File: src/rtl/prog_timer.sv
// prog_timer: multi-channel programmable timer / tick generator on the IO bus.
//
// Each channel has a prescaler, a down-counter with reload, one-shot or
// periodic mode, a square-wave output and a sticky expiry flag. Downstream
// logic should use tick_o as a clock enable rather than derive a clock from it.
//
// Ports:
//   clk     system clock
//   rst     synchronous reset, active-high
//   ce      bus access strobe
//   we      write enable (a write happens only when ce=1 and we=1)
//   addr    byte address: [7:4] channel, [3:2] register, [1:0] ignored
//   data_i  write data
//   data_o  read data, combinational from addr while ce=1, else 0
//   tick_o  per-channel one-cycle expiry pulse (registered)
//   wave_o  per-channel square wave, toggles on expiry when wave_en=1
//   irq_o   OR over channels of (expired & irq_en)
//
// Register map per channel:
//   0 CTRL   bit0 en, bit1 periodic, bit2 irq_en, bit3 wave_en,
//            bits[16+PRESC_W-1:16] PRESC
//   1 LOAD   reload value
//   2 COUNT  current count (read-only)
//   3 STATUS bit0 expired (sticky, write 1 to clear)
module prog_timer #(
  parameter int NUM_CH  = 2,
  parameter int CNT_W   = 32,
  parameter int PRESC_W = 16
) (
  input  logic              clk,
  input  logic              rst,
  input  logic              ce,
  input  logic              we,
  input  logic [7:0]        addr,
  input  logic [31:0]       data_i,
  output logic [31:0]       data_o,
  output logic [NUM_CH-1:0] tick_o,
  output logic [NUM_CH-1:0] wave_o,
  output logic              irq_o
);

  localparam logic [1:0] REG_CTRL   = 2'd0;
  localparam logic [1:0] REG_LOAD   = 2'd1;
  localparam logic [1:0] REG_COUNT  = 2'd2;
  localparam logic [1:0] REG_STATUS = 2'd3;

  logic        wr;
  logic [3:0]  sel_ch;
  logic [1:0]  sel_reg;
  logic        bus_unused;

  assign wr      = ce & we;
  assign sel_ch  = addr[7:4];
  assign sel_reg = addr[3:2];
  // Byte-lane bits and reserved data bits carry no meaning here.
  assign bus_unused = ^{addr[1:0], data_i};

  logic [31:0]       rd_word [NUM_CH];
  logic [NUM_CH-1:0] irq_vec;

  for (genvar gi = 0; gi < NUM_CH; gi++) begin : gen_ch
    logic               en_reg, periodic_reg, irq_en_reg, wave_en_reg;
    logic               expired_reg, tick_reg, wave_reg;
    logic [PRESC_W-1:0] presc_reg, pcnt_reg;
    logic [CNT_W-1:0]   load_reg, count_reg, load_next;
    logic               hit, wr_ctrl, wr_load, wr_stat;
    logic               kill, pstep, expire;
    logic [31:0]        ctrl_word;

    assign hit     = wr && (sel_ch == 4'(gi));
    assign wr_ctrl = hit && (sel_reg == REG_CTRL);
    assign wr_load = hit && (sel_reg == REG_LOAD);
    assign wr_stat = hit && (sel_reg == REG_STATUS);

    // A CTRL write clearing en pre-empts anything the counter would do this cycle.
    assign kill   = wr_ctrl && !data_i[0];
    // >= rather than == so that shrinking PRESC below the running prescaler
    // value still produces a step instead of a long wrap-around.
    assign pstep  = en_reg && !kill && (pcnt_reg >= presc_reg);
    assign expire = pstep && (count_reg == '0);
    // A LOAD write coinciding with a reload is picked up by that reload.
    assign load_next = wr_load ? data_i[CNT_W-1:0] : load_reg;

    always_ff @(posedge clk) begin
      if (rst) begin
        en_reg       <= 1'b0;
        periodic_reg <= 1'b0;
        irq_en_reg   <= 1'b0;
        wave_en_reg  <= 1'b0;
        expired_reg  <= 1'b0;
        tick_reg     <= 1'b0;
        wave_reg     <= 1'b0;
        presc_reg    <= '0;
        pcnt_reg     <= '0;
        load_reg     <= '0;
        count_reg    <= '0;
      end else begin
        tick_reg <= 1'b0;

        if (wr_load)
          load_reg <= data_i[CNT_W-1:0];

        // Placed before the expiry update so a coincident expiry wins.
        if (wr_stat && data_i[0])
          expired_reg <= 1'b0;

        if (wr_ctrl) begin
          en_reg       <= data_i[0];
          periodic_reg <= data_i[1];
          irq_en_reg   <= data_i[2];
          wave_en_reg  <= data_i[3];
          presc_reg    <= data_i[16 +: PRESC_W];
          if (data_i[0] && !en_reg) begin
            count_reg <= load_next;
            pcnt_reg  <= '0;
          end
        end

        if (en_reg && !kill) begin
          if (!pstep) begin
            pcnt_reg <= pcnt_reg + PRESC_W'(1);
          end else begin
            pcnt_reg <= '0;
            if (!expire) begin
              count_reg <= count_reg - CNT_W'(1);
            end else begin
              expired_reg <= 1'b1;
              tick_reg    <= 1'b1;
              if (wave_en_reg)
                wave_reg <= ~wave_reg;
              if (periodic_reg)
                count_reg <= load_next;
              else
                en_reg <= 1'b0;   // one-shot: stop, count stays at 0
            end
          end
        end
      end
    end

    assign ctrl_word = (32'(presc_reg) << 16) |
                       {28'd0, wave_en_reg, irq_en_reg, periodic_reg, en_reg};

    assign rd_word[gi] = (sel_reg == REG_CTRL)  ? ctrl_word :
                         (sel_reg == REG_LOAD)  ? 32'(load_reg) :
                         (sel_reg == REG_COUNT) ? 32'(count_reg) :
                                                  {31'd0, expired_reg};

    assign tick_o[gi]  = tick_reg;
    assign wave_o[gi]  = wave_reg;
    assign irq_vec[gi] = expired_reg & irq_en_reg;
  end

  assign irq_o = |irq_vec;

  // Channels beyond NUM_CH fall through and read as 0.
  always_comb begin
    data_o = '0;
    if (ce) begin
      for (int i = 0; i < NUM_CH; i++) begin
        if (sel_ch == 4'(i))
          data_o = rd_word[i];
      end
    end
  end

endmodule
File: config.mk
export PLATFORM = sky130hd
export DESIGN_NAME = prog_timer
export DESIGN_NICKNAME = d
export VERILOG_FILES = /design/src/rtl/prog_timer.sv
export SDC_FILE = /design/constraint.sdc
export NUM_CORES = 1
export LEC_CHECK = 0
export ABC_AREA = 1
export BUFFER_PORTS_ARGS = -buffer_cell sky130_fd_sc_hd__buf_4
export CAP_MARGIN = 20
export CORE_ASPECT_RATIO = 1.2
export CORE_MARGIN = 3
export CORE_UTILIZATION = 35
export CTS_CLUSTER_DIAMETER = 40
export DETAILED_ROUTE_END_ITERATION = 7
export GPL_TIMING_DRIVEN = 0
export PLACE_DENSITY = 0.59
export SYNTH_ARGS = -nofsm -noshare
export SYNTH_HDL_FRONTEND = slang
export SYNTH_SLANG_ARGS = --single-unit
export TNS_END_PERCENT = 20
File: constraint.sdc
create_clock -name clk -period 2.86 [get_ports clk]
set_input_delay 0.572 -clock clk [delete_from_list [all_inputs] [get_ports clk]]
set_output_delay 0.572 -clock clk [all_outputs]
set_load 0.1 [all_outputs]
==> Yosys cells after proc, flatten, opt, wreduce, memory -nomap -nowiden <==
Cells that the tools add are included.
{ "classes": {"add_sub_neg": 4, "n_mux": 51, "order_cmp": 2, "n_reduce_logical": 40, "n_bitwise": 11, "n_eq_ne": 4} }
{ "op_table": {"columns": ["op", "count"], "rows": [
  ["$mux 32", 23],
  ["$mux 16", 8],
  ["$logic_not 32->1", 2],
  ["$or 32x4->32", 2],
  ["$sub 32x1->32 const B", 2],
  ["$add 16x1->16 const B", 2],
  ["$ge 16x16->1", 2],
  ["$logic_and 1x1->1", 20],
  ["$mux 1", 20],
  ["$reduce_and 4->1", 2],
  ["$reduce_bool 2->1", 4],
  ["$not 1->1", 6],
  ["$reduce_or 3->1", 2],
  ["$logic_not 1->1", 5],
  ["$eq 2x2->1 const B", 2],
  ["$eq 4x1->1 const B", 1],
  ["$logic_not 4->1", 1],
  ["$reduce_and 2->1", 2],
  ["$and 1x1->1", 3],
  ["$eq 2x1->1 const B", 1],
  ["$logic_not 2->1", 1],
  ["$reduce_or 2->1", 1]
]} }
{ "word_totals": {"ff_bits": 206, "word_cells": 134, "out_inout_bits": 37} }

==> Longest topological paths before layout <==
Gate-level depths: netlist of the first run.
{ "depth": {"depth_word": 11, "mapped_depth": 17} }

==> Worst setup path before layout of the first run <==
No wires, ideal clock.
{ "synth_path": {"path_type": "in2out", "from": "input port addr[2]", "to": "output port data_o[4]", "t_arrival_ns": 3.839, "cell_stages": 7, "setup_slack_ns": -1.551, "path_cell_list": "inv_2 > nor2_1 > buf_2 > buf_2 > buf_2 > nand2_1 > a311oi_1"} }
{ "synth_via": {"elab_chain_cells": 7, "word_cells_on_any_way": 12, "cone_classes": "eq/ne: 2; mux: 9; reduce/logical: 1"} }
{ "synth_lines": {"columns": ["item", "line", "text"], "rows": [
  ["start, declared", "34", "input logic [7:0] addr,"],
  ["$eq 2x2->1", "146", "(sel_reg == REG_COUNT) ? 32'(count_reg) :"],
  ["$mux 32", "146", null],
  ["$mux 32", "145", "(sel_reg == REG_LOAD) ? 32'(load_reg) :"],
  ["$mux 32", "144", "assign rd_word[gi] = (sel_reg == REG_CTRL) ? ctrl_word :"],
  ["$mux 32", "161", "if (sel_ch == 4'(i))"],
  ["$mux 32 (*)", "161", null],
  ["$mux 32 (*)", "159", "if (ce) begin"],
  ["end, declared", "36", "output logic [31:0] data_o,"]
]} }
Mark *: on every way between the ends. The rest lies on a longest branch, timed or not.

==> Final worst setup path of the first run <==
{ "layout_path": {"from": "input port addr[2]", "to": "output port data_o[30]"} }
Same word-level chain as after synthesis.

==> results of run 1 <==
## synth_stat cells (4+ instances only)
cell	n	area, um^2
o221ai_1	17	149
and2_1	11	68.8
a311oi_1	13	114
buf_4	15	113
nand4_1	86	538
a211oi_1	27	203
o21ai_1	46	230
nor2_1	332	1250
nand2_2	5	31.3
nand2_1	599	2250
nand3_2	5	50.1
xnor2_1	6	52.6
o21bai_1	5	37.5
buf_1	14	52.6
o21ai_0	108	541
buf_2	26	130
or2_1	8	50.1
nand3_1	137	686
clkbuf_1	69	259
a21oi_1	134	671
nand3b_1	5	37.5
ha_1	38	475
inv_1	242	908
or2_2	4	25.0
xor2_1	52	455
nor2_2	6	37.5
nor3_1	21	105
a221oi_1	22	193
dfxtp_1	206	4120
inv_2	10	37.5
## per-stage QoR
stage | setup TNS [ps] | hold WS (ps) | instances | worst slack [ps]
detailed placement | -15460 | 480 | 2891 | -592
floorplan | -7760 | 444 | 2288 | -399
CTS | -144 | 330 | 2962 | -72.4
global route | -188 | 373 | 2971 | -51.0
global placement | -13790 | 479 | 2891 | -532
finish | -30.8 | 349 | 2972 | -30.8
## worst max path at each step
stage             from         end  slack (ps)  cells after the start
6_report       addr[2]  data_o[30]         -30                     11
5_1_grt        addr[2]  data_o[26]         -50                      7
4_1_cts        addr[3]  data_o[20]         -70                      9
3_5_place_dp   addr[2]   data_o[0]        -590                     10
3_3_place_gp   addr[5]   data_o[0]        -530                      9
2_1_floorplan  addr[2]  data_o[26]        -400                      7
## layout make-up
| class | count | area [um^2] |
|---|---|---|
| well taps | 526 | 658 |
| diodes | 1 | 2.50 |
| inverters | 253 | 953 |
| clock inverters | 26 | 287 |
| multi-input cells | 1703 | 8850 |
| fillers | 4137 | 21900 |
| repair buffers | 88 | 788 |
| plain buffers | 126 | 658 |
| flip-flops and latches | 206 | 4120 |
| clock buffers | 43 | 1050 |
## routing by layer
layer,part of all wire,GRT usage,vias to the layer above
li1,-,-,7746
met3,0.057,0.0356,168
met1,0.40,0.328,7381
met5,0,0,-
met2,0.48,0.459,621
met4,0.061,0.151,0
## worst max-delay path: cells and delay by family
family	cells	cell delay, ps
AO/OA/AOI/OAI	3	580
buffers and inverters	7	1050
AND/OR/NAND/NOR	1	110
## where the power goes
part / switching (mW) / total, mW / internal, mW
logic: 0.572 / 0.798 / 0.226
clock network: 1.75 / 4.80 / 3.05
registers: 0.0126 / 2.90 / 2.88
## repair_timing
action	CTS	global route
endpoints found under the hold margin	0	0
resized for setup	57	46
endpoints found under the setup margin	32	48
pin swaps	3	7
setup buffers	2	9
## cell families after synthesis
| kind of cell | count (synthesis) | share of synthesized area |
|---|---|---|
| xor gates and xnor gates | 58 | 0.0362 |
| DFF | 206 | 0.294 |
| AOI/OAI and AO/OA | 383 | 0.158 |
| buffers and inverters | 379 | 0.109 |
| and+or+nand+nor | 1224 | 0.369 |
| adders and majority gates | 38 | 0.0339 |
==> results.md, run 1 <==
- Slew HR: 0.220
- Drt first pass iters: 8
- Worst hold stages: 3
- Routed len/inst: 19.7 um
- R2R Setup Slk: 90 ps
- Setup crit start kind: input pin
- Most frequent cells in the layout: 599 x nand2_1, 331 x nor2_1, 241 x inv_1, 206 x dfxtp_1, 137 x nand3_1
- Placed Area: 15,600 um^2
- RSZ-0062 raised after global routing: yes
- Final cycle utilization of the critical path: 1.01
- DR vias/cell: 5.36
- Crit path kind: input pin to output pin
- R2r startpoint: gen_ch[1].pcnt_reg[9]
- R2R cell count: 9
- Warnings, synthesis: 0
- TritonCTS buffer count: 38
- Drt drc: 0
- Endpoints failing hold: 0
- Buffers from clock root to sink, at most: 3
- Mean instance size in the synthesized netlist: a little over 6 um^2
- Number of distinct library cells after synthesis: 42
- Overflow after GRT: 0
- DR vias: 15.9k
- Status: finished, violations left
- Layout area overhead: 23.7%
- Initial core utilization: 0.358
- Number of flops mapped to enable cells by yosys: 0
- Pwr dens: about 490 nW/um^2
- FF+latch count, synth: between 200 and 250
- Initial antenna violation count: 0
- Dpl hpwl: between 40,000 and 50,000 um
- VDD IR max: about 0.35 mV
- Number of global-route vias before repair: 15.1k
- Final wirelength: between 50,000 and 60,000 um
- Tmin final: about 2900 ps
- FP Rows: about 80
- Failing checks: negative setup slack
- Hold Crit Start: data_i[2]
- First-pass GRT wire length: 88,700 um
- Fin area: between 15,000 and 20,000 um^2
- I/O pins: 81
- Leading cell type in the layout, fill and taps excluded: nand2_1
- Die span in x: approximately 190 um
- Max_cap viols: 0
- Share of cells above drive strength 1: 0.125
- Slew @ Worst Pin: ~1200 ps
- Syn nets: 2,370
- Nets@finish: roughly 2.5k
- Endpoint type of the worst setup path: output pin
- Setup ws final: -30.8 ps
- Antenna viol nets, final: 0
- Post-CTS Hold Buffers: 0
- Finish-stage setup viols: 1
- WP data arrival: 2320 ps
- CTS tree: built
- Max Slew Vio Count: 0
- Core Util, Final: 0.443
- Leak pwr: slightly above 8 nW
- Reg clk slew, reported paths: 60 ps
- Crit path cell chain: buf_4, inv_2, nor2_4, buf_6, buf_8, clkinvlp_4, buf_4, o22ai_1, a211oi_1, a211oi_2, buf_6
- Cells after synthesis: roughly 2.3k
- Largest net degree at the start of global routing: 13
- Root Buffer: clkbuf_16
- Synth Flop Type: dfxtp_1
- CP required: approximately 2300 ps
- Die Span Y: between 200 and 250 um
- Ys async rst share: 0
- Total track usage: 0.269
- Clk sinks: ~210
- Core area: between 30,000 and 40,000 um^2
- Later-pin clock latency in the skew report: roughly 540 ps
- Die area: 42,600 um^2
- Sequential area share after synthesis: 0.294
- Initial DRC count: roughly 1.6k
- WHS Endpoint: gen_ch[1].irq_en_reg
- Final worst clock skew: 14.4 ps
- FMAX: 0.346 GHz
- H-Tree Depth: 2
- RR Endpoint: gen_ch[1].pcnt_reg[10]
- RePlAce Congestion: a little under 1
- Crit-path slowest cell: a211oi_2
- Crit Path Max Fanout: 10
- Synth Cell Area: between 10,000 and 15,000 um^2
- Slowest cell delay on critical path: roughly 370 ps
- I/O Buffers: 77
- Hold Crit Class: input pin to flip-flop
- Tot Pwr: about 8.5 mW
No activity file was read; power rests on OpenSTA's default activity.
==> run 2, diff against run 1 <==
--- a/config.mk
+++ b/config.mk
@@ -8,7 +8,7 @@
 export ABC_AREA = 1
 export BUFFER_PORTS_ARGS = -buffer_cell sky130_fd_sc_hd__buf_4
 export CAP_MARGIN = 20
-export CORE_ASPECT_RATIO = 1.2
+export CORE_ASPECT_RATIO = 2
 export CORE_MARGIN = 3
 export CORE_UTILIZATION = 35
 export CTS_CLUSTER_DIAMETER = 40
==> run 2 against run 1 <==
  * The run still ends with negative setup slack left
  * Final cell count fell by 0.94%
  * Sequential share of layout area rose by 0.70 points
  * Via count fell by 1.6%
  * Largest power group unchanged
  * Wire length rose by 5.5%
  * Die area rose by 0.32%
==> results.md, run 2 (synthesis gave the netlist of run 1 again) <==
- Drt drc: 0 (unchanged)
- Most frequent cells in the layout: 599 x nand2_1, 330 x nor2_1, 242 x inv_1, 206 x dfxtp_1, 137 x nand3_1
- Initial core utilization: 0.355 (-0.00292)
- Setup crit start kind: input pin
- Pwr dens: 439 nW/um^2 (-10%)
- Drt first pass iters: 5 (-3)
- Share of cells above drive strength 1: 0.115 (-0.0102)
- Buffers from clock root to sink, at most: 3 (unchanged)
- Largest net degree at the start of global routing: 16 (+3)
- RR Endpoint: gen_ch[1].pcnt_reg[10]
- Final cycle utilization of the critical path: 1.03 (+0.0165)
- WP data arrival: 2370 ps (+50 ps)
- Slew HR: 0.335 (+0.115)
- DR vias/cell: 5.32 (-0.67%)
- Endpoint type of the worst setup path: output pin
- RSZ-0062 raised after global routing: yes
- Slew @ Worst Pin: 998 ps (-172 ps)
- Crit Path Max Fanout: 10 (unchanged)
- Die Span Y: 289 um (+28%)
- Post-CTS Hold Buffers: 0 (unchanged)
- TritonCTS buffer count: 26 (-32%)
- R2r startpoint: gen_ch[1].presc_reg[1]
- Initial antenna violation count: 0 (unchanged)
- TNS Setup: -138 ps (-108 ps)
- Die area: 42,700 um^2 (+0.32%)
- Reg clk slew, reported paths: 60 ps (about the same)
- Max_cap viols: 0 (unchanged)
- Total track usage: 0.282 (+0.0123)
- I/O Buffers: 77 (unchanged)
- Root Buffer: clkbuf_16
- Overflow after GRT: 0 (unchanged)
- Finish-stage setup viols: 3 (+2)
- Endpoints failing hold: 0 (unchanged)
- Final worst clock skew: 10.7 ps (-3.71 ps)
- RePlAce Congestion: 0.977 (-0.16%)
- Die span in x: 148 um (-22%)
- Final wirelength: 61,900 um (+5.5%)
- Max Slew Vio Count: 0 (unchanged)
- DR vias: 15.7k (-1.6%)
- I/O pins: 81 (unchanged)
- Leading cell type in the layout, fill and taps excluded: nand2_1
- H-Tree Depth: 1 (-1)
- Failing checks: negative setup slack
- Leak pwr: 7.90 nW (-2.7%)
- FP Rows: 103 (+30%)
- Crit path launch: addr[2]
- CP required: 2290 ps (about the same)
- Setup crit end: data_o[28]
- Later-pin clock latency in the skew report: 560 ps (+20 ps)
- Crit path kind: input pin to output pin
- Tot Pwr: 7.41 mW (-13%)
- FMAX: 0.340 GHz (-1.6%)
- Hold Crit Class: input pin to flip-flop
- Routed len/inst: 21.0 um (+6.5%)
- First-pass GRT wire length: 91,900 um (+3.6%)
- Antenna cells: 0 (-1)
- Core Util, Final: 0.427 (-0.0162)
- Layout area overhead: 20.2%
- VDD IR max: 0.303 mV (-14%)
- Nets@finish: 2,481 (-0.68%)
- Setup ws final: -77.8 ps (-47.1 ps)
- Dpl hpwl: 50,900 um (+11%)
- Antenna viol nets, final: 0 (unchanged)
- Initial DRC count: 1,078 (-33%)
- Status: finished, violations left
- Tmin final: 2940 ps (+47.1 ps)
- R2R cell count: 14 (+5)
- Clk sinks: 206 (unchanged)
- Core area: 39,600 um^2 (+0.82%)
- Number of global-route vias before repair: 15.5k (+2.8%)
- CTS tree: built
- R2R Setup Slk: 150 ps (+60 ps)
run 2: worst max-delay path, cell delays in order:
cell and delay [ps]:
buf_4 140, nor2_4 270, inv_2 160, clkbuf_2 270, o22ai_1 170, a211oi_1 70
a211oi_2 400, buf_6 290
run 2: area by class of cell:
type	count	area (um^2)
plain buffers	126	643
repair buffers	83	741
well taps	525	657
clock buffers	30	707
multi-input cells	1703	8810
fillers	4267	22700
inverters	253	950
clock inverters	18	245
flip-flops and latches	206	4120
run 2: per-layer routing:
layer	routed length [um]	share of wire	track usage	vias up
met2	31900	0.52	0.531	541
met5	0	0	0	-
met1	21300	0.34	0.272	7164
met4	6380	0.10	0.240	0
met3	2220	0.036	0.0239	246
li1	-	-	-	7710
run 2: worst min path at each step:
| stage | start | end | slack (ps) | depth (start not counted) |
|---|---|---|---|---|
| detailed placement | gen_ch[0].pcnt_reg[4] | gen_ch[0].pcnt_reg[4] | 500 | 2 |
| finish | data_i[10] | gen_ch[1].load_reg[10] | 340 | 3 |
| floorplan | gen_ch[1].presc_reg[13] | gen_ch[1].presc_reg[13] | 440 | 2 |
| global route | data_i[25] | gen_ch[1].presc_reg[9] | 360 | 3 |
| CTS | data_i[30] | gen_ch[0].presc_reg[14] | 330 | 3 |
| global placement | gen_ch[1].pcnt_reg[0] | gen_ch[1].pcnt_reg[0] | 490 | 2 |
run 2: stage by stage:
stage                     hold slack [ps]  instance area, um^2  worst slack (ps)  instances
after global routing                  359                16900              -106       2944
final                                 339                16900             -77.8       2944
after global placement                488                15600              -554       2890
after floorplan                       444                14400              -399       2288
after detailed placement              501                15600              -578       2890
after CTS                             334                16800             -47.6       2943
run 2: repair_timing:
action,4_1_cts,5_1_grt
pin swaps,3,2
hold endpoints to repair,0,0
gates resized for setup,61,21
buffers inserted,5,0
endpoints found under the setup margin,32,51
run 2: power by group:
group,internal [mW],switching [mW],leakage (nW)
Combinational,0.219,0.585,5.78
Clock,2.18,1.53,0.464
Sequential,2.88,0.0134,1.66
